## src/rtl/reaction_pkg.sv

```systemverilog
// Shared types and constants for the reaction-timer regfile writer.
// Contents:
//   state_t       round FSM states
//   DATA_W/ADDR_W regfile data and address widths
//   EARLY_CODE    result written for a false start
//   TIMEOUT_CODE  result written when the player never reacts
//   LFSR_TAPS     tap mask for x^13+x^4+x^3+x+1
//   lfsr_next     one shift of the delay LFSR
package reaction_pkg;

  localparam int DATA_W = 13;
  localparam int ADDR_W = 3;

  localparam logic [DATA_W-1:0] EARLY_CODE   = 13'h0000;
  localparam logic [DATA_W-1:0] TIMEOUT_CODE = 13'h1FFF;
  // Bits 12, 3, 2 and 0 feed the XOR.
  localparam logic [DATA_W-1:0] LFSR_TAPS    = 13'h100D;

  typedef enum logic [1:0] {IDLE, WAIT, ARMED, WRITE} state_t;

  function automatic logic [DATA_W-1:0] lfsr_next(input logic [DATA_W-1:0] v);
    return {v[DATA_W-2:0], ^(v & LFSR_TAPS)};
  endfunction

endpackage

```

## src/rtl/ms_prescaler.sv

```systemverilog
// Millisecond prescaler: divides CLK down to a one-cycle TICK pulse.
// Ports:
//   CLK   in  system clock
//   RST   in  asynchronous active-high reset
//   CLR   in  restart the count; the first TICK then follows TICKS_PER_MS
//             cycles later
//   TICK  out high for one cycle when the count reaches TICKS_PER_MS-1
module ms_prescaler #(
  parameter int TICKS_PER_MS = 50000
) (
  input  logic CLK,
  input  logic RST,
  input  logic CLR,
  output logic TICK
);

  localparam int CW = (TICKS_PER_MS > 1) ? $clog2(TICKS_PER_MS) : 1;
  localparam logic [CW-1:0] LAST = CW'(TICKS_PER_MS - 1);

  logic [CW-1:0] cnt;

  assign TICK = (cnt == LAST);

  always_ff @(posedge CLK or posedge RST) begin
    if (RST) begin
      cnt <= '0;
    end else if (CLR || TICK) begin
      cnt <= '0;
    end else begin
      cnt <= cnt + CW'(1);
    end
  end

endmodule

```

## src/rtl/reaction_timer_writer.sv

```systemverilog
// Reaction-time round controller feeding the 8x13 register file write port.
// Each START (accepted only in IDLE) waits a pseudo-random number of ms,
// lights LED, counts ms until the player presses BUTTON, then writes the
// result into the next slot (round robin 0..7).
// Ports:
//   CLK, RST   clock, asynchronous active-high reset
//   START      one-cycle pulse, begins a round when idle
//   BUTTON     synchronized player button (edge detected here)
//   LED        high while ARMED
//   BUSY       high whenever not IDLE
//   EARLY      sticky false-start flag, cleared by an accepted START
//   WA         write address (slot pointer)
//   LD_DATA    write data: ms, 0 = early, 1FFF = timeout
//   WR         write strobe, one cycle per round
//   dbg_state  current FSM state
//   BEST       fastest valid result since reset (only with BEST_TRACK_EN)
// Optional feature macro: BEST_TRACK_EN.
// Write handshake: WR is a one-cycle valid with no ready; the regfile
// always accepts, and WA/LD_DATA are stable for the whole WR cycle.
module reaction_timer_writer
  import reaction_pkg::*;
#(
  parameter int          TICKS_PER_MS = 50000,
  parameter int          DELAY_MIN_MS = 1000,
  parameter logic [9:0]  DELAY_MASK   = 10'h3FF,
  parameter logic [12:0] LFSR_SEED    = 13'h0001
) (
  input  logic              CLK,
  input  logic              RST,
  input  logic              START,
  input  logic              BUTTON,
  output logic              LED,
  output logic              BUSY,
  output logic              EARLY,
  output logic [ADDR_W-1:0] WA,
  output logic [DATA_W-1:0] LD_DATA,
  output logic              WR,
  output logic [1:0]        dbg_state
`ifdef BEST_TRACK_EN
  ,
  output logic [DATA_W-1:0] BEST
`endif
);

  state_t              state, next_state;
  logic [DATA_W-1:0]   lfsr;
  logic                btn_q;
  logic                press;
  logic                tick;
  logic                clr;
  logic [DATA_W-1:0]   dly;
  logic [DATA_W-1:0]   ms;
  logic [ADDR_W-1:0]   slot;
  logic [DATA_W-1:0]   ld_data;
  logic                early;
  logic                load;
  logic [DATA_W-1:0]   wdata;
  logic [DATA_W-1:0]   dly_init;

  assign press    = BUTTON & ~btn_q;
  assign dly_init = DATA_W'(DELAY_MIN_MS) + {3'b000, lfsr[9:0] & DELAY_MASK};

  ms_prescaler #(.TICKS_PER_MS(TICKS_PER_MS)) u_prescaler (
    .CLK  (CLK),
    .RST  (RST),
    .CLR  (clr),
    .TICK (tick)
  );

  always_ff @(posedge CLK or posedge RST) begin
    if (RST) state <= IDLE;
    else     state <= next_state;
  end

  // A press always beats a tick in the same cycle, which gives both the
  // early-on-final-tick and the 1FFE-on-saturating-tick behaviour.
  always_comb begin
    next_state = state;
    clr        = 1'b0;
    load       = 1'b0;
    wdata      = ld_data;
    case (state)
      IDLE: begin
        if (START) begin
          next_state = WAIT;
          clr        = 1'b1;
        end
      end
      WAIT: begin
        if (press) begin
          next_state = WRITE;
          load       = 1'b1;
          wdata      = EARLY_CODE;
        end else if (tick && dly == 13'd1) begin
          next_state = ARMED;
          clr        = 1'b1;
        end
      end
      ARMED: begin
        if (press) begin
          next_state = WRITE;
          load       = 1'b1;
          wdata      = ms;
        end else if (tick && ms == TIMEOUT_CODE - 13'd1) begin
          next_state = WRITE;
          load       = 1'b1;
          wdata      = TIMEOUT_CODE;
        end
      end
      WRITE: next_state = IDLE;
      default: next_state = IDLE;
    endcase
  end

  always_ff @(posedge CLK or posedge RST) begin
    if (RST) begin
      lfsr    <= LFSR_SEED;
      btn_q   <= 1'b0;
      dly     <= '0;
      ms      <= '0;
      slot    <= '0;
      ld_data <= '0;
      early   <= 1'b0;
    end else begin
      btn_q <= BUTTON;
      // The LFSR only advances while idle, so START sees the value
      // from before this cycle's step.
      if (state == IDLE) lfsr <= lfsr_next(lfsr);
      if (state == IDLE && START)     dly <= dly_init;
      else if (state == WAIT && tick) dly <= dly - 13'd1;
      if (clr)                         ms <= '0;
      else if (state == ARMED && tick) ms <= ms + 13'd1;
      if (state == IDLE && START)       early <= 1'b0;
      else if (state == WAIT && press)  early <= 1'b1;
      if (load) ld_data <= wdata;
      if (state == WRITE) slot <= slot + 3'd1;
    end
  end

`ifdef BEST_TRACK_EN
  logic [DATA_W-1:0] best_q;
  always_ff @(posedge CLK or posedge RST) begin
    if (RST) begin
      best_q <= TIMEOUT_CODE;
    end else if (load && wdata != EARLY_CODE && wdata != TIMEOUT_CODE &&
                 wdata < best_q) begin
      best_q <= wdata;
    end
  end
  assign BEST = best_q;
`endif

  assign LED       = (state == ARMED);
  assign BUSY      = (state != IDLE);
  assign WR        = (state == WRITE);
  assign EARLY     = early;
  assign WA        = slot;
  assign LD_DATA   = ld_data;
  assign dbg_state = state;

endmodule

```

## config.mk

```make
export PLATFORM = sky130hd
export DESIGN_NAME = reaction_timer_writer
export DESIGN_NICKNAME = d
export VERILOG_FILES = /design/src/rtl/reaction_pkg.sv /design/src/rtl/ms_prescaler.sv /design/src/rtl/reaction_timer_writer.sv
export SDC_FILE = /design/constraint.sdc
export NUM_CORES = 1
export LEC_CHECK = 0
export ABC_AREA = 1
export CAP_MARGIN = 20
export CORE_MARGIN = 1.5
export CORE_UTILIZATION = 55
export CTS_CLUSTER_SIZE = 25
export DETAILED_ROUTE_END_ITERATION = 7
export HOLD_SLACK_MARGIN = 0.06
export PLACE_DENSITY_LB_ADDON = 0.08
export SETUP_SLACK_MARGIN = 0.4
export SLEW_MARGIN = 5
export SYNTH_ARGS = -nofsm -noshare
export SYNTH_HDL_FRONTEND = slang
export SYNTH_SLANG_ARGS = --single-unit
```

## constraint.sdc

```tcl
create_clock -name CLK -period 2.8 [get_ports CLK]
set_clock_uncertainty 0.05 [all_clocks]
set_input_delay 0.56 -clock CLK [delete_from_list [all_inputs] [get_ports CLK]]
set_output_delay 0.56 -clock CLK [all_outputs]
set_load 0.05 [all_outputs]
```

==> impl_metrics.csv <==
group,metric,value,unit
routing,highest_layer,"met4",
setup_path,end_kind,"output pin",
final_layout,antenna_cells,0,
timing,max_freq,439,MHz
setup_path,start_kind,"flop",
hold_path,hold_start,"u_prescaler.cnt[0]",
floorplanning,core,0.00733,mm^2
routing,first_pass_iters,4,
routing,drtIter0Drc,180,
routing,vias,3535,
logic_synthesis,syn_avg_cell_area,7.70,um^2
logic_synthesis,synth_top_area_share,43.7,%
timing,rsz0062_at_grt,"no",
clock_tree,numClockSinks,75,
logic_synthesis,async_flop_share,100,%
hold_path,min_to,"u_prescaler.cnt[0]",
logic_synthesis,yosys-top-cells-area,"dfrtp_1 44%, nand2_1 12%, nor2_1 6.0%",
logic_synthesis,synth_cell_types,35,
routing,postRouteWirelength,8370,um
setup_path,r2r_start,"u_prescaler.cnt[0]",
clock_tree,post_cts_buffers,0,
final_layout,n_fill_cell,649,
routing,drc,0,
clock_tree,cts.path.max_buffers,2,
clock_tree,cts_tree,"yes",
placed_design,gp_congestion,0.867,
placed_design,hpwlAfterDp,5940,um
pwr,seq_power_share,32.6,%
routing,met1_length,4030,um
clock_tree,ctsResizeCount,2,
timing,hold_viol,0,
floorplanning,die_h,90.7,um
timing,final-max-slew-violation-count,0,
routing,wl_met2,3890,um
floorplanning,die_area,0.00823,mm^2
run_status,status,"finished, final reports clean",
clock_tree,numCtsBuffers,9,
final_layout,drive_gt1_share,11.2,%
setup_path,cp.required,2190,ps
logic_synthesis,syn_inst,550,
placed_design,port-buffer-count,25,
logic_synthesis,synth-seq-cells,75,
setup_path,critPathLaunch,"dbg_state[1]",
pwr,sw_frac_of_total,45.1,%
logic_synthesis,syn_area,0.00423,mm^2
setup_path,rr_worst_depth,9,
global_routing,grt_pass1_vias,3346,
pwr,internal-power,2570,uW
logic_synthesis,ys_seq_area_share,44.4,%
logic_synthesis,synth.largest_area_cell,"dfrtp_1",
setup_path,rr_endpoint,"dly[7]",
clock_tree,path_clk_slew,70,ps
timing,tightest_slew,593,ps
logic_synthesis,synth_common_cells,"140 x nand2_1, 74 x dfrtp_1, 68 x nor2_1",
timing,finalSetupViolCount,0,
hold_path,hold_class,"flop to flop",
global_routing,grt_usage,22.3,%
pwr,p_leak,0.00226,uW
logic_synthesis,ys.flop_type,"dfrtp_1",
clock_tree,cts-root-buf,"clkbuf_8",
logic_synthesis,synth.most_common_cell,"nand2_1",
pwr,power,4690,uW
routing,ant_nets,0,
global_routing,antenna_found_initial,0,
pwr,pwr-share-clk,19.9,%
setup_path,r2r_setup_slack,870,ps
pwr,powerDensity,976,mW/mm^2
clock_tree,postCtsHoldBufs,0,
routing,vias_per_cell,5.20,
hold_path,whs_path_depth,1,
timing,finalCriticalPeriod,2280,ps
logic_synthesis,synth-edff-count,0,
floorplanning,die_w,90.7,um
setup_path,cp_data_arrival_time,1670,ps
timing,fin_tns_setup,0,ps
final_layout,area_growth,13.4,%
global_routing,overflow,0,
routing,met3_wirelength,295,um
pwr,power_switching,2110,uW
global_routing,grt_pass1_wl,14800,um
clock_tree,worstSkewPairLatency,350,ps
logic_synthesis,synth_warnings,0,
floorplanning,pin_count,26,
clock_tree,cts_htree_levels,3,
run,max_cap_viol_count,0,
global_routing,grt_max_degree,76,
setup_path,crit_fanout,18,
pwr,ir_worst_vdd,0.000575,V
pwr,comb_power_share,47.6,%
logic_synthesis,syn-num-nets,566,
floorplanning,initial_core_util,57.7,%
final_layout,fin_nets,592,
floorplanning,row_count,31,
timing,slew_headroom,60.4,%
timing,finalCritPeriodShare,81.3,%
routing,wl_per_cell,12.3,um
setup_path,crit_type,"flop to output pin",
[placed cells by master (no fill, tap or decap), types with 4 or more instances in the layout]
| cell type | instances |
|---|---|
| ha_1 | 12 |
| nand3_1 | 28 |
| clkdlybuf4s50_1 | 22 |
| nor2_1 | 68 |
| o21ai_0 | 48 |
| dfrtp_1 | 74 |
| nor3_1 | 17 |
| xor2_1 | 15 |
| nand2_1 | 139 |
| a21oi_1 | 8 |
| nand4_1 | 14 |
| o21ai_2 | 13 |
| inv_2 | 5 |
| clkbuf_8 | 10 |
| clkinv_2 | 4 |
| nand2_2 | 10 |
| nand2_4 | 4 |
| buf_4 | 4 |
| inv_1 | 57 |
[logic make-up after synthesis]
kind of cell | count (synthesis) | synth area share, %
AND/OR/NAND/NOR | 290 | 30.2
buffers and inverters | 79 | 7.68
AO/OA/AOI/OAI | 76 | 10.4
flip-flops | 75 | 44.4
XOR/XNOR | 17 | 3.52
adder cells (fa/ha/maj) | 12 | 3.55
multiplexers | 1 | 0.266
[registers in the layout (all words and copies together) (netlist names)]
name,cells
u_prescaler.cnt,16
lfsr,13
dbg_state,2
WA,3
btn_q,1
ms,13
LD_DATA,13
EARLY,1
dly,13
[critical path, cell delays in order (launching register included)]
cell,delay [ps]
dfrtp_1,450
inv_1,120
ha_1,200
buf_6,180
clkinv_2,150
buf_4,220
[power groups by stage]
stage,Sequential (uW),Combinational (uW),Clock (uW)
2_1_floorplan,1970,1260,0
3_3_place_gp,1530,2190,0
3_5_place_dp,1540,2220,0
4_1_cts,1530,2230,957
5_1_grt,1560,2470,992
6_report,1530,2230,931
[area by class of cell]
class / instances / area (um^2) / area share (%)
Multi-Input combinational cell: 396 / 2030 / 42.3
Sequential cell: 75 / 1880 / 39.1
Timing Repair Buffer: 29 / 290 / 6.05
Tap cell: 99 / 124 / 2.58
Inverter: 65 / 250 / 5.22
Clock inverter: 6 / 86.3 / 1.80
Clock buffer: 10 / 138 / 2.87
[worst max path at each step]
| stage | endpoint | slack, ps | depth (start not counted) |
|---|---|---|---|
| final | BUSY | 520 | 5 |
| after global routing | BUSY | 410 | 5 |
| after CTS | BUSY | 410 | 5 |
| after detailed placement | LD_DATA[10] | 540 | 8 |
| after global placement | LD_DATA[10] | 590 | 8 |
| after floorplan | LD_DATA[2] | 440 | 9 |
[through the flow]
stage / setup WS (ps) / cell area, um^2 / hold WS [ps] / cells / util (%)
6_report: 524 / 4800 / 421 / 680 / 65.5
5_1_grt: 409 / 4800 / 459 / 680 / 65.5
4_1_cts: 413 / 4790 / 418 / 680 / 65.4
3_5_place_dp: 538 / 4570 / 408 / 664 / 62.3
3_3_place_gp: 591 / 4570 / 395 / 664 / 62.3
2_1_floorplan: 438 / 4240 / 383 / 550 / -
[per-layer routing]
metal / vias to the layer above / GRT usage [%]
met2: 68 / 36.2
li1: 1808 / -
met5: - / 0
met1: 1647 / 29.9
met3: 12 / 2.86
met4: 0 / 9.66
No activity file was read; power rests on OpenSTA's default activity.
